[src/rtl/dmem_arbiter.sv]
`default_nettype none
// ============================================================================
// Module   : dmem_arbiter
// Brief    : Two-port arbiter and sequencer for the processor data memory.
//            Round-robin on simultaneous requests when DMEM_ARB_RR_EN is
//            defined, otherwise fixed priority with port 0 winning.
// Revision : 1.0 - initial release
// ============================================================================
module dmem_arbiter #(
    parameter int DEPTH = 1024,
    parameter int AW    = 32,
    parameter int DW    = 32
) (
    input  logic              clk,
    input  logic              reset,
    input  logic [1:0]        req_valid_i,
    output logic [1:0]        req_ready_o,
    input  logic [1:0]        req_we_i,
    input  logic [2*AW-1:0]   req_addr_i,
    input  logic [2*DW-1:0]   req_wdata_i,
    output logic [1:0]        rsp_valid_o,
    output logic [DW-1:0]     rsp_rdata_o,
    output logic              rsp_err_o,
    output logic [AW-1:0]     mem_address_o,
    output logic [DW-1:0]     mem_write_data_o,
    output logic              mem_write_enable_o,
    output logic              mem_read_enable_o,
    input  logic [DW-1:0]     mem_read_data_i
);

    localparam logic [1:0]    c_st_idle    = 2'd0;
    localparam logic [1:0]    c_st_issue   = 2'd1;
    localparam logic [1:0]    c_st_capture = 2'd2;
    localparam logic [AW-1:0] c_depth      = AW'(DEPTH);

    logic [1:0]    r_state;
    logic [1:0]    w_state_nxt;
    logic          r_port;
    logic          r_we;
    logic          r_oor;
    logic [AW-1:0] r_addr;
    logic [DW-1:0] r_wdata;
    logic          r_mem_re;
    logic          r_mem_we;
    logic [1:0]    r_rsp_valid;
    logic          r_rsp_err;

    logic          w_grant;
    logic          w_handshake;
    logic          w_sel_we;
    logic [AW-1:0] w_sel_addr;
    logic [DW-1:0] w_sel_wdata;
    logic          w_sel_in_range;
    logic          w_mem_re_nxt;
    logic          w_mem_we_nxt;
    logic [1:0]    w_rsp_valid_nxt;
    logic          w_rsp_err_nxt;

`ifdef DMEM_ARB_RR_EN
    // Pointer holds the port granted last; reset to port 1 so port 0 wins first.
    logic r_last;

    always_ff @(posedge clk) begin
        if (reset) begin
            r_last <= 1'b1;
        end else if (w_handshake) begin
            r_last <= w_grant;
        end
    end

    always_comb begin
        w_grant = ~req_valid_i[0];
        if (req_valid_i == 2'b11) begin
            w_grant = ~r_last;
        end
    end
`else
    always_comb begin
        w_grant = ~req_valid_i[0];
    end
`endif

    assign w_sel_we       = w_grant ? req_we_i[1] : req_we_i[0];
    assign w_sel_addr     = w_grant ? req_addr_i[2*AW-1:AW] : req_addr_i[AW-1:0];
    assign w_sel_wdata    = w_grant ? req_wdata_i[2*DW-1:DW] : req_wdata_i[DW-1:0];
    assign w_sel_in_range = (w_sel_addr < c_depth);
    assign w_handshake    = |req_ready_o;

    // State register plus all registered outputs and the latched request.
    always_ff @(posedge clk) begin
        if (reset) begin
            r_state     <= c_st_idle;
            r_port      <= 1'b0;
            r_we        <= 1'b0;
            r_oor       <= 1'b0;
            r_addr      <= '0;
            r_wdata     <= '0;
            r_mem_re    <= 1'b0;
            r_mem_we    <= 1'b0;
            r_rsp_valid <= 2'b00;
            r_rsp_err   <= 1'b0;
        end else begin
            r_state     <= w_state_nxt;
            r_mem_re    <= w_mem_re_nxt;
            r_mem_we    <= w_mem_we_nxt;
            r_rsp_valid <= w_rsp_valid_nxt;
            r_rsp_err   <= w_rsp_err_nxt;
            if (w_handshake) begin
                r_port  <= w_grant;
                r_we    <= w_sel_we;
                r_oor   <= ~w_sel_in_range;
                r_addr  <= w_sel_addr;
                r_wdata <= w_sel_wdata;
            end
        end
    end

    always_comb begin
        w_state_nxt = c_st_idle;
        case (r_state)
            c_st_idle:    w_state_nxt = w_handshake ? c_st_issue : c_st_idle;
            c_st_issue:   w_state_nxt = c_st_capture;
            c_st_capture: w_state_nxt = c_st_idle;
            default:      w_state_nxt = c_st_idle;
        endcase
    end

    always_comb begin
        req_ready_o     = 2'b00;
        w_mem_re_nxt    = 1'b0;
        w_mem_we_nxt    = 1'b0;
        w_rsp_valid_nxt = 2'b00;
        w_rsp_err_nxt   = 1'b0;
        if ((r_state == c_st_idle) && !reset) begin
            req_ready_o = (w_grant ? 2'b10 : 2'b01) & req_valid_i;
        end
        if (w_handshake) begin
            w_mem_re_nxt = ~w_sel_we & w_sel_in_range;
            w_mem_we_nxt =  w_sel_we & w_sel_in_range;
        end
        if (r_state == c_st_issue) begin
            w_rsp_valid_nxt = r_port ? 2'b10 : 2'b01;
            w_rsp_err_nxt   = r_oor;
        end
    end

    // Memory data is valid the cycle after the read pulse, i.e. during CAPTURE.
    assign rsp_rdata_o        = ((r_rsp_valid != 2'b00) && !r_we && !r_oor) ? mem_read_data_i : '0;
    assign rsp_valid_o        = r_rsp_valid;
    assign rsp_err_o          = r_rsp_err;
    assign mem_address_o      = r_addr;
    assign mem_write_data_o   = r_wdata;
    assign mem_read_enable_o  = r_mem_re;
    assign mem_write_enable_o = r_mem_we;

endmodule
`default_nettype wire
[config.mk]
export PLATFORM = sky130hd
export DESIGN_NAME = dmem_arbiter
export DESIGN_NICKNAME = d
export VERILOG_FILES = /design/src/rtl/dmem_arbiter.sv
export SDC_FILE = /design/constraint.sdc
export NUM_CORES = 1
export LEC_CHECK = 0
export CORE_AREA = 2 2 106 108
export CTS_BUF_LIST = sky130_fd_sc_hd__clkbuf_4 sky130_fd_sc_hd__clkbuf_8
export DETAILED_ROUTE_END_ITERATION = 10
export DIE_AREA = 0 0 108 110
export GPL_TIMING_DRIVEN = 0
export PLACE_DENSITY_LB_ADDON = 0.1
export SLEW_MARGIN = 20
export SYNTH_ARGS = -nofsm -noshare
export SYNTH_HDL_FRONTEND = slang
export SYNTH_SLANG_ARGS = --single-unit
export TNS_END_PERCENT = 10
[constraint.sdc]
create_clock -name clk -period 3.6 [get_ports clk]
set_input_delay 0.72 -clock clk [delete_from_list [all_inputs] [get_ports clk]]
set_output_delay 0.72 -clock clk [all_outputs]
set_load 0.01 [all_outputs]
==> results.toml, run 1 <==
[placed_design]
gp_congestion = 0.854
placed_cells = 783
io_buffer_count = 267
dp_hpwl_mm = 10.3
dpl_cell_area_um2 = 6370

[detailed_routing]
drc = 0
drtAntennaViolNets = 0
viasPerCell = 4.78
drtPass1Iterations = 6
wl_met3_mm = 1.17
top_layer = "met4"
met2_wirelength_mm = 6.37
first_iter_violations = 125
finalWirelength_mm = 12.9
num_vias = 3817
drt-wirelength-per-cell_um = 16.1
routedLengthMet1_mm = 5.08

[cts]
cts_max_level = 3
clock-root-buffer = "clkbuf_8"
clk_path_buf_depth = 2
numCtsBuffers = 9
cts_resized = 0
clkSinkCount = 74
cts_tree = "done"
holdBufCountCts = 0
insertion_delay_ns = 0.34
cts_setup_buffers = 0
clk_pin_slew_worst_paths_ns = 0.08

[logic_synthesis]
syn_nets = 542
ys.flop_type = "dfxtp_1"
ys_types = 27
yosysWarnings = 0
ys_seq_area_share_pct = 42.0
synth_edf_count = 0
synth_area_um2 = 3520
synth-seq-cells = 74
netlist_instances = 376
async_flop_share_pct = 0
syn_area_per_cell_um2 = 9.37

[setup_path]
critPathLaunchType = "input port"
worstSetupPathType = "input port to output port"
crit_fanout = 10
r2r_cells = 6
cpPeakStageDelay_ns = 0.61
critical_path.endpoint_type = "output port"
worst_ep_required_time_ns = 2.88
worstPathCellList = "clkdlybuf4s50_1 -> buf_6 -> buf_4 -> buf_6 -> nor4b_1 -> clkdlybuf4s50_1"
crit_slowest_cell = "clkdlybuf4s50_1"
critPathArrivalTime_ns = 2.66

[timing]
grt_setup_unrepaired = "no"
final-max-slew-violation-count = 0
slew_headroom_pct = 67.0
worst_pin_slew_ns = 0.495
setup_viol = 0
finalCriticalPeriod_ns = 3.38
fmax_mhz = 296
finalCritPeriodShare_pct = 93.9
setup_tns_ns = 0
final_hold_viol_count = 0
fin_worst_skew_ns = 0.00840

[hold_path]
hold_depth = 1
holdCritPathClass = "flop to flop"

[global_routing]
grt_util_all_layers_pct = 21.3
grt_first_pass_wirelength_mm = 19.5
grt_pass1_vias = 3909
grt_overflow = 0
grt_max_degree = 13
grt_antenna_before_repair = 0

[die]
dieArea_um2 = 11900
core_um2 = 10700
io_pins = 269
die_w_um = 108
start_util_pct = 32.9
die_h_um = 110
rows = 38

[layout]
drive_above_1_share_pct = 6.37
final_nets = 820
final_common_cell = "clkdlybuf4s50_1"
fin_area_um2 = 6580
layout_common_cells = "clkdlybuf4s50_1, dfxtp_1, nor2_1"
stdcell_count = 799
diodes = 0
areaGrowthSynthToFinish_pct = 86.6
final_util_pct = 61.5

[job]
drv_cap = 0

[outcome]
outcome = "complete, no violations"

[pwr]
power_per_cell_area_nw_per_um2 = 358
p_leak_nw = 2.62
vdd_drop_max_mv = 0.186
-- layer usage --
metal	GRT usage, %	vias up
met2	37.4	177
met4	8.52	0
li1	-	1910
met5	0	-
met1	24.1	1711
met3	6.82	19
-- synthesized netlist by cell type, types with 3 or more instances --
cell type,n,area (um^2)
dfxtp_1,74,1480
clkbuf_1,9,33.8
nor3_1,3,15.0
buf_6,4,45.0
buf_2,13,65.1
mux2i_1,64,641
and2_1,35,219
nor4_1,9,56.3
nor2_1,71,267
a211oi_1,66,495
buf_4,6,45.0
-- cell families after synthesis --
| kind of cell | after synthesis | share of synthesized area (%) |
|---|---|---|
| AND/OR/NAND/NOR | 130 | 18.0 |
| flip-flops | 74 | 42.0 |
| AO/OA/AOI/OAI | 72 | 15.7 |
| multiplexers | 65 | 18.6 |
| buffers and inverters | 35 | 5.68 |
-- stage by stage --
step / total power [mW] / setup slack (ns) / hold WS [ns]
2_1_floorplan: 1.26 / 1.26 / 0.407
3_3_place_gp: 1.70 / 0.211 / 0.426
3_5_place_dp: 1.71 / 0.192 / 0.435
4_1_cts: 2.38 / 0.191 / 0.460
5_1_grt: 2.49 / 0.0998 / 0.512
6_report: 2.35 / 0.219 / 0.459
-- sequential cells by signal (all words and copies together), names as in the netlist --
register / cells
r_port: 1
rsp_valid_o: 2
mem_address_o: 32
mem_write_enable_o: 1
mem_write_data_o: 32
r_state: 2
r_oor: 1
mem_read_enable_o: 1
rsp_err_o: 1
r_we: 1
-- power breakdown --
| part | internal [mW] | total (mW) | switching [mW] |
|---|---|---|---|
| combinational | 0.434 | 0.735 | 0.301 |
| clock | 0.355 | 0.663 | 0.308 |
| sequential | 0.908 | 0.957 | 0.0489 |
| total | 1.70 | 2.35 | 0.658 |
-- final cells by class --
cell class                 instances  area (um^2)
buffer                            33          193
clock buffer                      11          151
clock inverter                     5         52.6
fill                             969         4120
inverter                           2         7.51
multi-input combinational        267         1840
sequential                        74         1480
tap                              140          175
timing repair buffer             267         2670
-- critical path: cells and delay by family --
kind	cells	cell delay (ns)
AND/OR/NAND/NOR	1	0.25
buffers and inverters	5	1.68
-- final timing paths --
path	end	startpoint	slack [ns]
min reg2reg	rsp_valid_o[0]$_SDFF_PP0_	r_port$_SDFFE_PP0N_	0.46
max	req_ready_o[0]	req_valid_i[0]	0.22
min	rsp_valid_o[0]$_SDFF_PP0_	r_port$_SDFFE_PP0N_	0.46
max reg2reg	mem_address_o[27]$_SDFFE_PP0N_	r_state[0]$_SDFF_PP0_	2.09
Power figures use the tool's default switching activity.
==> run 2: changes to the inputs <==
Clock period 3.6 ns to 4.38 ns, I/O delays scaled along.
==> results of run 2 <==
The final DEF is identical to that of run 1. Status: complete, no violations.
Main changes from that run: setup slack after placement 0.192 ns -> 0.660 ns; setup slack after layout 0.219 ns -> 0.687 ns; register-to-register setup slack 2.09 ns -> 2.87 ns; total power 2.35 mW -> 1.94 mW; worst IR drop on VDD 0.186 mV -> 0.153 mV
==> run 3: changes to the inputs <==
Settings changed: CORE_AREA 2 2 106 108 to not set, CORE_UTILIZATION set to 31, DIE_AREA 0 0 108 110 to not set.
Clock period 4.38 ns to 3.2 ns, I/O delays scaled along.
==> run 3 against run 2 <==
Die area is 0.67% lower. Worst hold slack worse by 0.023 ns. Power increased by 42%. Clock skew fell by 0.0022 ns.
==> results.toml, run 3 (same netlist as run 1, synthesis figures left out) <==
[timing]
slew_headroom_pct = 67.6
final_hold_viol_count = 0
fmax_mhz = 339
setup_ws_ns = 0.249
grt_setup_unrepaired = "no"
setup_viol = 0
finalCritPeriodShare_pct = 92.2
finalCriticalPeriod_ns = 2.95
final-max-slew-violation-count = 0
fin_worst_skew_ns = 0.00623
worst_pin_slew_ns = 0.486

[die]
start_util_pct = 32.2
die_h_um = 109
rows = 38
dieArea_um2 = 11800
io_pins = 269
die_w_um = 109
core_um2 = 10900

[detailed_routing]
drtAntennaViolNets = 0
drtPass1Iterations = 4
num_vias = 3817
finalWirelength_mm = 12.7
drt-wirelength-per-cell_um = 15.8
first_iter_violations = 128
drc = 0
viasPerCell = 4.78

[cts]
clk_path_buf_depth = 2
numCtsBuffers = 9
cts_setup_buffers = 0
cts_max_level = 3
holdBufCountCts = 0
cts_tree = "done"
clkSinkCount = 74
clk_pin_slew_worst_paths_ns = 0.07
insertion_delay_ns = 0.35
clock-root-buffer = "clkbuf_8"

[global_routing]
grt_first_pass_wirelength_mm = 18.7
grt_max_degree = 13
grt_antenna_before_repair = 0
grt_overflow = 0
grt_util_all_layers_pct = 20.9
grt_pass1_vias = 3688

[pwr]
power_per_cell_area_nw_per_um2 = 416
p_comb_share_pct = 30.0
sw_frac_of_total_pct = 26.9
p_leak_nw = 2.65
vdd_drop_max_mv = 0.303
clkPwrFrac_pct = 30.9
internal_power_mw = 2.01
seq_power_share_pct = 39.1
switchingPower_uw = 740

[layout]
diodes = 0
final_common_cell = "clkdlybuf4s50_1"
layout_common_cells = "clkdlybuf4s50_1, dfxtp_1, nor2_1"
drive_above_1_share_pct = 6.37
areaGrowthSynthToFinish_pct = 87.6
stdcell_count = 799
fin_area_um2 = 6610
final_nets = 820
final_util_pct = 60.5
fillers = 1001

[setup_path]
critical_path.endpoint_type = "output port"
worst_ep_required_time_ns = 2.56
worstSetupPathType = "input port to output port"
critPathLaunchType = "input port"
crit_fanout = 10
critPathArrivalTime_ns = 2.31

[placed_design]
dpl_cell_area_um2 = 6370
dp_slack_ns = -0.0635
gp_congestion = 0.780
placed_cells = 783
dp_hpwl_mm = 10.0
io_buffer_count = 267

[hold_path]
holdCritPathClass = "flop to flop"

[outcome]
outcome = "complete, no violations"

[job]
drv_cap = 0
-- run 3: area by class of cell --
cell class	instances	area, um^2	area share (%)
Clock inverter	4	72.6	1.10
Inverter	2	7.51	0.114
Buffer	33	193	2.91
Sequential cell	74	1480	22.4
Multi-Input combinational cell	267	1840	27.9
Clock buffer	12	165	2.50
Timing Repair Buffer	267	2670	40.4
Tap cell	140	175	2.65
-- run 3: metal layers --
metal	vias up	track usage, %	wire, um
met5	-	0	0
met3	16	6.46	1010
met2	145	36.3	6260
met4	0	7.34	216
met1	1747	24.1	5170
li1	1909	-	-
-- run 3: timing repair --
| action | in CTS | in global routing |
|---|---|---|
| setup endpoints to repair | 1 | 1 |
| cloned | 0 | 0 |
| endpoints found under the hold margin | 0 | 0 |
| resized for setup | 1 | 1 |
-- run 3: power by group through the flow --
stage          combinational [mW]  sequential, mW  clock [mW]
2_1_floorplan               0.286            1.14           0
4_1_cts                     0.833            1.08       0.872
3_5_place_dp                0.829            1.10           0
6_report                    0.825            1.08       0.851
5_1_grt                     0.891            1.09       0.912
3_3_place_gp                0.821            1.09           0
-- run 3: final timing paths --
path	slack [ns]	cells after the start	end	from
max	0.25	6	req_ready_o[0]	req_valid_i[0]
min reg2reg	0.44	1	rsp_valid_o[0]$_SDFF_PP0_	r_port$_SDFFE_PP0N_
max reg2reg	1.71	6	mem_write_data_o[1]$_SDFFE_PP0N_	r_state[0]$_SDFF_PP0_
min	0.44	1	rsp_valid_o[0]$_SDFF_PP0_	r_port$_SDFFE_PP0N_
-- run 3: critical path, cell delays in order --
cell	delay [ns]
clkdlybuf4s50_1	0.50
buf_6	0.16
buf_4	0.24
buf_6	0.19
nor4b_1	0.22
dlygate4sd2_1	0.36
-- run 3: stage by stage --
stage | hold slack (ns) | setup TNS [ns] | power (mW)
5_1_grt | 0.473 | 0 | 2.89
4_1_cts | 0.438 | 0 | 2.78
3_3_place_gp | 0.429 | -0.0757 | 1.91
3_5_place_dp | 0.425 | -0.0635 | 1.92
2_1_floorplan | 0.407 | 0 | 1.42
6_report | 0.436 | 0 | 2.75
